===== src/rtl/dbus_arb_pkg.sv =====
// dbus_arb_pkg: shared types and constants for the data-bus round-robin arbiter.
package dbus_arb_pkg;

  localparam int ADDR_W      = 32;
  localparam int DATA_W      = 32;
  localparam int DM_W        = 4;
  localparam int DEF_TIMEOUT = 255;

  // Read data returned to a master whose transfer was aborted by the timeout.
  localparam logic [DATA_W-1:0] ABORT_DATA = 32'hDEADBEEF;

  typedef enum logic [0:0] {
    IDLE = 1'b0,
    BUSY = 1'b1
  } arb_state_e;

endpackage


===== src/rtl/dbus_rr_pick.sv =====
// dbus_rr_pick: rotating-priority encoder. The lowest requester at or above i_ptr wins,
// otherwise the scan wraps to the lowest requester overall.
module dbus_rr_pick #(
  parameter int NM = 4,
  parameter int PW = $clog2(NM)
) (
  input  logic [NM-1:0] i_req,
  input  logic [PW-1:0] i_ptr,
  output logic [NM-1:0] o_winner,
  output logic          o_valid
);

  logic [NM-1:0] w_upper;
  logic [NM-1:0] w_cand;

  always_comb begin
    w_upper = '0;
    for (int i = 0; i < NM; i++) begin
      w_upper[i] = i_req[i] && (PW'(i) >= i_ptr);
    end
  end

  // Isolating the lowest set bit of the candidate set gives the one-hot winner.
  assign w_cand   = (|w_upper) ? w_upper : i_req;
  assign o_winner = w_cand & (~w_cand + NM'(1));
  assign o_valid  = |i_req;

endmodule


===== src/rtl/dbus_rr_arbiter.sv =====
// dbus_rr_arbiter: registered round-robin arbiter sharing one data-bus slave among NM masters.
// Define DBUS_ARB_TIMEOUT_EN to abort transfers stalled for TIMEOUT cycles (err pulse, ABORT_DATA).
module dbus_rr_arbiter
  import dbus_arb_pkg::*;
#(
  parameter int NM = 4
`ifdef DBUS_ARB_TIMEOUT_EN
  ,
  parameter int TIMEOUT = DEF_TIMEOUT
`endif
) (
  input  logic                 i_clk,
  input  logic                 i_rst_n,
  input  logic [NM*ADDR_W-1:0] i_addrM,
  input  logic [NM*DATA_W-1:0] i_doutM,
  input  logic [NM-1:0]        i_stbM,
  input  logic [NM-1:0]        i_weM,
  input  logic [NM*DM_W-1:0]   i_dmM,
  output logic [NM*DATA_W-1:0] o_dinM,
  output logic [NM-1:0]        o_nakM,
  output logic [ADDR_W-1:0]    o_addrS,
  output logic [DATA_W-1:0]    o_dinS,
  output logic                 o_stbS,
  output logic                 o_weS,
  output logic [DM_W-1:0]      o_dmS,
  input  logic [DATA_W-1:0]    i_doutS,
  input  logic                 i_nakS,
  output logic [NM-1:0]        o_grant,
  output logic                 o_err
);

  localparam int PW = $clog2(NM);

  arb_state_e    r_state;
  logic [NM-1:0] r_grant;
  logic [PW-1:0] r_ptr;

  logic [NM-1:0] w_pick;
  logic          w_pick_valid;
  logic          w_own_stb;
  logic          w_stbS;
  logic          w_done;
  logic          w_abort;
  logic [PW-1:0] w_gidx;
  logic [PW-1:0] w_ptr_next;

  dbus_rr_pick #(
    .NM(NM),
    .PW(PW)
  ) u_pick (
    .i_req   (i_stbM),
    .i_ptr   (r_ptr),
    .o_winner(w_pick),
    .o_valid (w_pick_valid)
  );

  // AND-OR mux: grant is one-hot in BUSY and zero in IDLE, so the slave sees zeros when idle.
  always_comb begin
    o_addrS = '0;
    o_dinS  = '0;
    o_dmS   = '0;
    o_weS   = 1'b0;
    w_gidx  = '0;
    for (int i = 0; i < NM; i++) begin
      o_addrS = o_addrS | (i_addrM[i*ADDR_W +: ADDR_W] & {ADDR_W{r_grant[i]}});
      o_dinS  = o_dinS  | (i_doutM[i*DATA_W +: DATA_W] & {DATA_W{r_grant[i]}});
      o_dmS   = o_dmS   | (i_dmM[i*DM_W +: DM_W] & {DM_W{r_grant[i]}});
      o_weS   = o_weS   | (i_weM[i] & r_grant[i]);
      w_gidx  = w_gidx  | (PW'(i) & {PW{r_grant[i]}});
    end
  end

  assign w_own_stb  = |(i_stbM & r_grant);
  assign w_stbS     = w_own_stb & ~w_abort;
  assign w_done     = w_stbS & ~i_nakS;
  assign w_ptr_next = (w_gidx == PW'(NM - 1)) ? '0 : w_gidx + PW'(1);

  assign o_stbS  = w_stbS;
  assign o_grant = r_grant;
  assign o_nakM  = i_stbM & ~(r_grant & {NM{~i_nakS | w_abort}});

  always_comb begin
    o_dinM = '0;
    for (int i = 0; i < NM; i++) begin
      o_dinM[i*DATA_W +: DATA_W] = (w_abort && r_grant[i]) ? ABORT_DATA : i_doutS;
    end
  end

  // A dropped strobe while granted frees the bus without moving the pointer, so the
  // same master keeps its turn.
  always_ff @(posedge i_clk or negedge i_rst_n) begin
    if (!i_rst_n) begin
      r_state <= IDLE;
      r_grant <= '0;
      r_ptr   <= '0;
    end else if (r_state == IDLE) begin
      if (w_pick_valid) begin
        r_grant <= w_pick;
        r_state <= BUSY;
      end
    end else if (w_done || w_abort) begin
      r_ptr   <= w_ptr_next;
      r_grant <= '0;
      r_state <= IDLE;
    end else if (!w_own_stb) begin
      r_grant <= '0;
      r_state <= IDLE;
    end
  end

`ifdef DBUS_ARB_TIMEOUT_EN
  localparam int CW = $clog2(TIMEOUT + 1);

  logic [CW-1:0] r_cnt;

  assign w_abort = (r_state == BUSY) && (r_cnt == CW'(TIMEOUT));
  assign o_err   = w_abort;

  // The counter is held at zero while idle, so every grant starts from a clean count.
  always_ff @(posedge i_clk or negedge i_rst_n) begin
    if (!i_rst_n) begin
      r_cnt <= '0;
    end else if (r_state == IDLE) begin
      r_cnt <= '0;
    end else if (i_nakS && !w_abort) begin
      r_cnt <= r_cnt + CW'(1);
    end
  end
`else
  assign w_abort = 1'b0;
  assign o_err   = 1'b0;
`endif

endmodule


===== config.mk =====
export PLATFORM = sky130hd
export DESIGN_NAME = dbus_rr_arbiter
export DESIGN_NICKNAME = d
export VERILOG_FILES = /design/src/rtl/dbus_arb_pkg.sv /design/src/rtl/dbus_rr_pick.sv /design/src/rtl/dbus_rr_arbiter.sv
export SDC_FILE = /design/constraint.sdc
export NUM_CORES = 1
export LEC_CHECK = 0
export CORE_AREA = 2 2 201 203
export CTS_BUF_LIST = sky130_fd_sc_hd__clkbuf_16
export DETAILED_ROUTE_END_ITERATION = 16
export DIE_AREA = 0 0 203 205
export GPL_TIMING_DRIVEN = 0
export HOLD_SLACK_MARGIN = 0.06
export PLACE_DENSITY_LB_ADDON = 0.15
export SLEW_MARGIN = 30
export SYNTH_ARGS = -nofsm -noshare
export SYNTH_HDL_FRONTEND = slang
export SYNTH_SLANG_ARGS = --single-unit
export TNS_END_PERCENT = 50

===== constraint.sdc =====
create_clock -name i_clk -period 1.25 [get_ports i_clk]
set_input_delay 0.25 -clock i_clk [delete_from_list [all_inputs] [get_ports i_clk]]
set_output_delay 0.25 -clock i_clk [all_outputs]
set_load 0.005 [all_outputs]

==> flow_summary_export.csv <==
group,metric,value,unit
run_status,run_status,"finished with violations",
run_status,failed_checks,"setup timing",
critical_path,start_kind,"flip-flop",
layout,final_util,24.2,%
global_route,grt_pass1_vias,5304,
synthesis,synth_area_leader_cell,"a22oi_1",
timing,rsz0062_at_grt,"yes",
layout,design_area,9520,um^2
timing,drv_slew,0,
critical_path,end_kind,"output port",
timing,setup_slack,-0.509,ns
synthesis,syn-cell-area,2870,um^2
clock_network,cts-root-buf,"clkbuf_16",
critical_path,critPathMaxStageDelay,0.44,ns
layout,n_fill_cell,4371,
global_route,grt_max_degree,11,
global_route,grt_pass1_wl,33900,um
routing,drt_iter0_markers,177,
routing,dr.pass1.iters,4,
layout,syn2layout_area_growth,232,%
layout,final_cell_mix,"406 x clkdlybuf4s50_1, 142 x buf_4, 102 x a22oi_2",
timing,hold_viol,0,
synthesis,synth_warnings,0,
critical_path,cp_top_family,"buffers and inverters",
power_and_ir_drop,p_leak,3.92,nW
routing,drc,0,
routing,wl_met1,9830,um
clock_network,cts_tree,"built",
placement,port_buffers,487,
routing,ant_nets,0,
floorplanning,dieWidth,203,um
floorplanning,rows,73,
critical_path,path_cells,"clkbuf_8 > clkbuf_16 > a22oi_1 > nand2_1 > dlygate4sd2_1",
hold_path,hold_class,"input port to async pin",
critical_path,worstPathArrival,1.51,ns
global_route,grt.overflow.total,0,
placement,gp_congestion,0.745,
layout,final_common_cell,"clkdlybuf4s50_1",
layout,drive_gt1_share,40.1,%
layout,antenna_cells,0,
synthesis,ys_ff_latch,7,
critical_path,path_class,"flip-flop to output port",
synthesis,syn_area_per_cell,6.84,um^2
critical_path,worstRegToRegCells,6,
critical_path,required,1.00,ns
power_and_ir_drop,vdd_drop_max,414,uV
timing,fin_crit,1.76,ns
critical_path,worstReg2RegStart,"o_grant[2]",
routing,wl_met2,13200,um
synthesis,yosys-top-cells-area,"a22oi_1 36%, buf_4 34%, nand2_1 9.7%",
timing,max_freq,569,MHz
global_route,track_usage,10.8,%
critical_path,r2r_setup_slack,-0.30,ns
critical_path,r2r-end,"r_ptr[1]",
synthesis,synth_cell_type_count,27,
floorplanning,core_area,39400,um^2
floorplanning,start_util,7.29,%
layout,nets,1253,
power_and_ir_drop,p_total,9.55,mW
clock_network,clk_latency,0.23,ns
global_route,antenna_found_initial,1,
timing,setup_viol,81,
timing,finalClockSkew,0.000960,ns
clock_network,cts_buffer_depth,2,
clock_network,clkSlewWorstSetupHoldPaths,0.04,ns
timing,fin_crit_sh,141,%
routing,routed_wl,25000,um
clock_network,clock-sinks,7,
timing,timing.hold.ws,0.298,ns
clock_network,htree_levels,1,
placement,place.detailed.hpwl,20200,um
placement,place_area,8430,um^2
routing,vias_per_cell,3.44,
critical_path,path_max_fanout,10,
power_and_ir_drop,power_density,1000,nW/um^2
critical_path,crit_buf_inv,3,
clock_network,numCtsBuffers,3,
synthesis,yosysTopAreaCellShare,36.1,%
floorplanning,ioPinCount,522,
routing,wl_met3,1880,um
synthesis,ys_seq_area_share,6.10,%
floorplanning,dieHeight,205,um
synthesis,syn_inst,420,
run,drv_cap,0,
floorplanning,die_area,41600,um^2
routing,dr.max_layer_used,"met4",
critical_path,crit_slowest_cell,"dfrtp_2",
routing,vias,5027,
synthesis,syn-num-nets,735,
routing,avgRoutedWirePerCell,17.1,um
through the flow:
step	setup slack, ns	cells	setup TNS (ns)
after floorplan	-0.111	420	-0.325
after global placement	-1.14	1432	-72.76
after detailed placement	-1.11	1432	-70.42
after CTS	-0.534	1449	-35.06
after global routing	-0.572	1462	-37.12
final	-0.509	1462	-32.11
flip-flops by register name (all words and copies together) (netlist names):
| register | count |
|---|---|
| o_grant | 4 |
| r_state | 1 |
| r_ptr | 2 |
synthesized netlist by cell type:
cell type  instances
nor2_1             3
and3_1             1
nand2b_1           1
dfrtp_1            7
o31a_1             1
conb_1             1
nand2_1           74
o2bb2ai_1          2
a21oi_2            1
buf_1              2
nor4_1             1
buf_4            130
buf_2              2
clkbuf_1          28
nor2b_1            2
xnor2_1            1
and2_4             1
o21ai_0            2
inv_1              6
a22oi_2            3
and2b_1            1
mux2_4             2
a21boi_0           4
o32ai_1            4
nor3b_1            1
a22oi_1          138
nand3_1            1
per-layer routing:
layer | track usage (%) | up-vias
met5 | 0 | -
met4 | 0.782 | 0
met3 | 2.59 | 8
met2 | 20.7 | 272
met1 | 12.6 | 2299
li1 | - | 2448
report_power, final:
| part | internal (mW) | leakage (nW) | total, mW | switching (mW) |
|---|---|---|---|---|
| Combinational | 4.92 | 3.80 | 8.59 | 3.68 |
| Clock | 0.415 | 0.0423 | 0.526 | 0.111 |
| Sequential | 0.312 | 0.0865 | 0.435 | 0.123 |
kinds of logic (layout without fill, tap and decap cells):
| group | Yosys count | in the layout | share of synthesized area (%) |
|---|---|---|---|
| AOI/OAI and AO/OA | 155 | 155 | 41.2 |
| muxes | 2 | 2 | 1.05 |
| xor gates and xnor gates | 1 | 1 | 0.305 |
| other | 1 | 1 | 0.131 |
| and+or+nand+nor | 86 | 86 | 12.2 |
| buffers and inverters | 168 | 685 | 39.0 |
| DFF | 7 | 7 | 6.10 |
repair_timing:
| action | CTS | global route |
|---|---|---|
| buffers inserted | 7 | 9 |
| hold buffers | 0 | 0 |
| endpoints found under the setup margin | 85 | 83 |
| resized for setup | 399 | 92 |
| cloned | 6 | 4 |
| pin swaps | 45 | 41 |
worst max path at each step:
stage | slack (ns) | to | start | depth (start not counted)
finish | -0.51 | o_dmS[3] | o_grant[1] | 5
global route | -0.57 | o_dmS[3] | o_grant[1] | 5
CTS | -0.53 | o_addrS[23] | o_grant[3] | 5
detailed placement | -1.11 | o_addrS[21] | o_grant[2] | 5
global placement | -1.14 | o_addrS[21] | o_grant[2] | 5
floorplan | -0.11 | r_ptr[0] | o_grant[2] | 5
area by class of cell:
class | count | area (um^2) | share of cell area [%]
timing repair buffer | 513 | 4900 | 51.5
clock buffer | 3 | 75.1 | 0.789
inverter | 6 | 22.5 | 0.237
clock inverter | 1 | 3.75 | 0.0394
buffer | 162 | 1590 | 16.7
multi-input combinational | 245 | 2100 | 22.0
sequential | 7 | 178 | 1.87
tap | 525 | 657 | 6.90
Note: power is estimated with default switching activity, not from simulation.
